File: config.mk
export PLATFORM = sky130hd
export DESIGN_NAME = capi_mmio_mc_fifo
export DESIGN_NICKNAME = d
export VERILOG_FILES = /design/src/rtl/capi_mmio_mc_fifo.sv
export SDC_FILE = /design/constraint.sdc
export NUM_CORES = 1
export LEC_CHECK = 0
export CORE_MARGIN = 2
export CORE_UTILIZATION = 30
export DETAILED_ROUTE_END_ITERATION = 8
export GPL_TIMING_DRIVEN = 0
export MAX_ROUTING_LAYER = met4
export PLACE_DENSITY = 0.56
export SYNTH_ARGS = -nofsm -noshare
export SYNTH_HDL_FRONTEND = slang
export SYNTH_SLANG_ARGS = --single-unit
File: constraint.sdc
create_clock -name clk -period 8.3 [get_ports clk]
set_clock_uncertainty 0.2 [all_clocks]
set_input_delay 1.66 -clock clk [delete_from_list [all_inputs] [get_ports clk]]
set_output_delay 1.66 -clock clk [all_outputs]
set_load 0.02 [all_outputs]
File: src/rtl/capi_mmio_mc_fifo.sv
// Doorbell FIFO between the MMIO capture stage and the command engine.
// Entries are odd-parity checked on entry; bad-parity and overflowing pushes are dropped and flagged.
module capi_mmio_mc_fifo #(
    parameter int ctxtid_width = 10,
    parameter int depth        = 8,
    parameter int depth_width  = 3
) (
    input  logic                    clk,
    input  logic                    reset,
    input  logic                    i_trg,
    input  logic [0:64]             i_q,
    input  logic [0:ctxtid_width-1] i_ctxt,
    output logic                    o_v,
    input  logic                    i_r,
    output logic [0:64]             o_q,
    output logic [0:ctxtid_width-1] o_ctxt,
    output logic [depth_width:0]    o_cnt,
    output logic                    o_overflow,
    output logic                    o_perror
);

    logic [0:64]             q_mem    [depth];
    logic [0:ctxtid_width-1] ctxt_mem [depth];
    logic [depth_width-1:0]  wr_ptr;
    logic [depth_width-1:0]  rd_ptr;
    logic                    data_ok;
    logic                    ctxt_ok;
    logic                    parity_ok;
    logic                    full;
    logic                    push;
    logic                    pop;

    // Odd parity: the covered bits plus the parity bit always XOR to one.
    assign data_ok   = ^i_q;
    assign ctxt_ok   = ^i_ctxt;
    assign parity_ok = data_ok & ctxt_ok;

    // Full looks only at registered occupancy, so a same-cycle pop never frees a slot.
    assign full = (o_cnt == (depth_width + 1)'(depth));
    assign push = i_trg & parity_ok & ~full;
    assign pop  = o_v & i_r;

    assign o_v    = (o_cnt != '0);
    assign o_q    = q_mem[rd_ptr];
    assign o_ctxt = ctxt_mem[rd_ptr];

    always_ff @(posedge clk or posedge reset) begin
        if (reset) begin
            wr_ptr     <= '0;
            rd_ptr     <= '0;
            o_cnt      <= '0;
            o_overflow <= 1'b0;
            o_perror   <= 1'b0;
        end else begin
            if (push)
                wr_ptr <= wr_ptr + depth_width'(1);
            if (pop)
                rd_ptr <= rd_ptr + depth_width'(1);
            case ({push, pop})
                2'b10:   o_cnt <= o_cnt + (depth_width + 1)'(1);
                2'b01:   o_cnt <= o_cnt - (depth_width + 1)'(1);
                default: o_cnt <= o_cnt;
            endcase
            if (i_trg & ~parity_ok)
                o_perror <= 1'b1;
            if (i_trg & parity_ok & full)
                o_overflow <= 1'b1;
        end
    end

    // Storage needs no reset: contents are only observable while o_v is high.
    always_ff @(posedge clk) begin
        if (push) begin
            q_mem[wr_ptr]    <= i_q;
            ctxt_mem[wr_ptr] <= i_ctxt;
        end
    end

endmodule
==> results by group <==
CTS
  • # H-tree levels: 3
  • Clock transition at path regs: about 0.060 ns
  • CTS root buffer: clkbuf_16
  • TritonCTS clock tree: done
  • Clk_lat worst skew: 0.59 ns
  • Clock sink count: 612
  • Resized cells post-CTS: 0
  • Postcts setup bufs: 0
  • CTS buffer count: 66
  • Cts hold-fix bufs: 0
  • Clk buf depth: 3

Final layout
  • Area Growth Syn to Fin: 24.81%
  • Fraction of layout cells with a size suffix above 1: 0.2911
  • Nets: 1384
  • Cell area after layout: 29670 sq um
  • Final-layout fill cell count: 7052
  • Final std cells w/o fill: 2403

Detailed routing
  • DRT Pass-1 Iters: 5
  • DRC Markers: 0
  • Final ANT Viol Nets: 0
  • Detailed-route via count: 10930
  • Wire per inst: around 23 um
  • WL final: 55080 um
  • Vias per cell: 4.546
  • DRT iter0 DRCs: 792

Timing
  • WHS: 0.2767 ns
  • Final setup vio count: 0
  • Final Cycle Share: 0.7831
  • RSZ-0062 raised after global routing: no
  • Final Hold Vio Count: 0
  • Normalized max-slew margin: 0.1925
  • Post-layout minimum cycle time: about 6.5 ns
  • Slew Viols, Final: 0
  • Fmax: 0.1538 GHz
  • Worst Tran Pin Value: 1.211 ns

Worst setup path
  • Critical path cell sequence: clkbuf_1 > clkbuf_1 > buf_1 > mux4_2 > mux2_2 > clkdlybuf4s50_1
  • Worst setup SP type: flip-flop
  • Crit Path Class: reg -> out
  • Crit path largest cell delay: between 0.8 and 0.9 ns
  • CP top delay family: buffers and inverters
  • Crit. End Element: output port
  • Max FO, Critical Path: 10
  • Critical path required time: between 6 and 7 ns
  • Crit-path slowest cell: buf_1
  • CP dominant cell by count: clkbuf_1
  • CP Buf/Inv Count: 4
  • Worst EP arrival: 4.64 ns

Run status
  • Status: completed

Hold path
  • Hold Crit Class: reg -> reg

Synth
  • Seq/Total Area, Yosys: 0.7705
  • Largest cells by area after synthesis: edfxtp_1 76%, mux4_2 14%, mux2_2 3.6%
  • Mapped Nets: 1085
  • Top-count cell post-synth: edfxtp_1
  • Number of synthesized flops with an enable pin: 600
  • Post-synth top area share: 0.7579
  • Top cells by count, synth: 600 x edfxtp_1, 150 x mux4_2, 77 x mux2_2
  • Post-synth cell types: 30
  • Yosys warns: 0
  • Post-Syn Area: 23770 sq um
  • Biggest area consumer among synthesized cells: edfxtp_1
  • Primary FF master, synth: edfxtp_1
  • Syn Area/Cell: 23.77 sq um
  • Share of synthesized flip-flops with an asynchronous set or reset: 0.01961
  • Flops & latches, synth: 612
  • Mapped Cells: 1000

Die
  • I/O pin total: 161
  • Die height: 285.5 um
  • Core Area: 78740 sq um
  • Row Count: a little over 100
  • Initial Util: 0.3019
  • Die X: 285.5 um
  • Die footprint: about 80000 sq um

Placement
  • GPL Wtd Cong: about 0.7
  • # placed instances: approximately 2300
  • Detailed placer's ending HPWL: 38320 um
  • DP Area: 27650 sq um
  • Port Buffers: 160

Global route
  • First-pass GRT wire length: 80440 um
  • Number of global-route vias before repair: 11900
  • Largest net degree at the start of global routing: 14
  • All-Layer GR Usage: 0.1398
  • Overflow after GRT: 0
  • Initial antenna violation count: 10

Power
  • Leak pwr: 9.317 nW
  • PwrDens: 360.2 nW/um^2
  • VDD IR max: 0.1536 mV
  • Total power: 10.69 mW

Flow run
  • Max cap viols: 0
==> stage by stage <==
stage	setup WS [ns]	util	TNS (ns)
after global routing	1.388	0.3768	0
after CTS	1.470	0.3765	0
final	1.800	0.3768	0
after detailed placement	1.361	0.3511	0
after floorplan	-1.227	-	-224.82
after global placement	-8.254	0.3393	-3676.38
==> per-layer routing <==
metal  GRT usage  vias to the layer above  part of all wire
met2      0.2270                      246              0.50
met5           -                        -                 0
met1      0.1757                     5788              0.43
li1            -                     4808                 -
met3     0.02951                       83             0.048
met4     0.04385                        0             0.022
==> final cells by class <==
| cell class | instances | area (sq um) | area share |
|---|---|---|---|
| Clock buffer | 86 | 1769 | 0.05963 |
| Sequential cell | 612 | 18320 | 0.6174 |
| Buffer | 44 | 172.7 | 0.005820 |
| Tap cell | 1050 | 1314 | 0.04428 |
| Inverter | 8 | 30.03 | 0.001012 |
| Timing Repair Buffer | 231 | 2480 | 0.08358 |
| Multi-Input combinational cell | 336 | 5331 | 0.1797 |
| Clock inverter | 26 | 230.2 | 0.007759 |
| Antenna cell | 10 | 25.02 | 0.0008434 |
==> kinds of logic after synthesis <==
| logic type | share of synthesized area |
|---|---|
| AOI/OAI and AO/OA | 0.0009473 |
| adders and majority gates | 0.003474 |
| xor gates and xnor gates | 0.03100 |
| and+or+nand+nor | 0.006526 |
| muxes | 0.1790 |
| buffers and inverters | 0.008527 |
| DFF | 0.7705 |
==> power breakdown <==
group | internal (mW) | leakage, nW | switching, mW
clock | 1.62 | 0.969 | 1.13
sequential | 3.82 | 5.54 | 0.103
combinational | 1.92 | 2.80 | 2.09
total | 7.36 | 9.32 | 3.32
==> worst reg2reg max path, stage by stage (launching register included) <==
cell and delay [ns]:
dfrtp_1 0.41, nor4b_1 0.18, or3_4 0.41, buf_6 0.18, nor4_4 0.54, buf_6 0.24
buf_6 0.17, buf_6 0.20, buf_6 0.17, buf_6 0.17
==> final timing paths <==
kind                                             start                      to  slack, ns  cells after the start
worst max-delay path             rd_ptr[0]$_DFFE_PP0P_               o_ctxt[7]       1.80                      6
worst min-delay path            o_overflow$_DFFE_PP0P_  o_overflow$_DFFE_PP0P_       0.28                      1
worst max register to register    o_cnt[3]$_DFFE_PP0P_  q_mem[4][26]$_DFFE_PP_       5.14                      9
worst min register to register  o_overflow$_DFFE_PP0P_  o_overflow$_DFFE_PP0P_       0.28                      1
max in group asynchronous                        reset    o_cnt[1]$_DFFE_PP0P_       6.39                      2
min in group asynchronous                        reset    o_cnt[0]$_DFFE_PP0P_       1.18                      2
==> sequential cells by signal, summed over array words and instances (netlist names) <==
name and count:
o_overflow 1, rd_ptr 3, o_perror 1, wr_ptr 3, ctxt_mem 80, o_cnt 4
q_mem 520
==> placed cells by master, fill, tap and decap left out, types with 2 or more instances in the layout <==
master / synthesis / final
mux4_2: 150 / 150
clkinv_1: 0 / 14
mux2_2: 77 / 77
clkinv_2: 0 / 5
or2_2: 2 / 2
nor3_2: 0 / 2
edfxtp_1: 600 / 600
xor2_1: 11 / 11
nor4_4: 0 / 4
dfrtp_1: 12 / 12
bufinv_16: 0 / 4
buf_6: 1 / 47
buf_4: 0 / 2
ha_1: 5 / 5
xnor2_1: 61 / 61
nor4b_1: 2 / 2
buf_1: 19 / 19
diode_2: 0 / 10
buf_8: 0 / 23
clkbuf_16: 0 / 68
clkbuf_1: 24 / 42
inv_1: 8 / 8
xnor3_1: 4 / 4
nor4b_4: 1 / 2
nand2_1: 4 / 4
o21ai_0: 2 / 2
clkdlybuf4s50_1: 0 / 160
(Power assumes the default switching activity.)
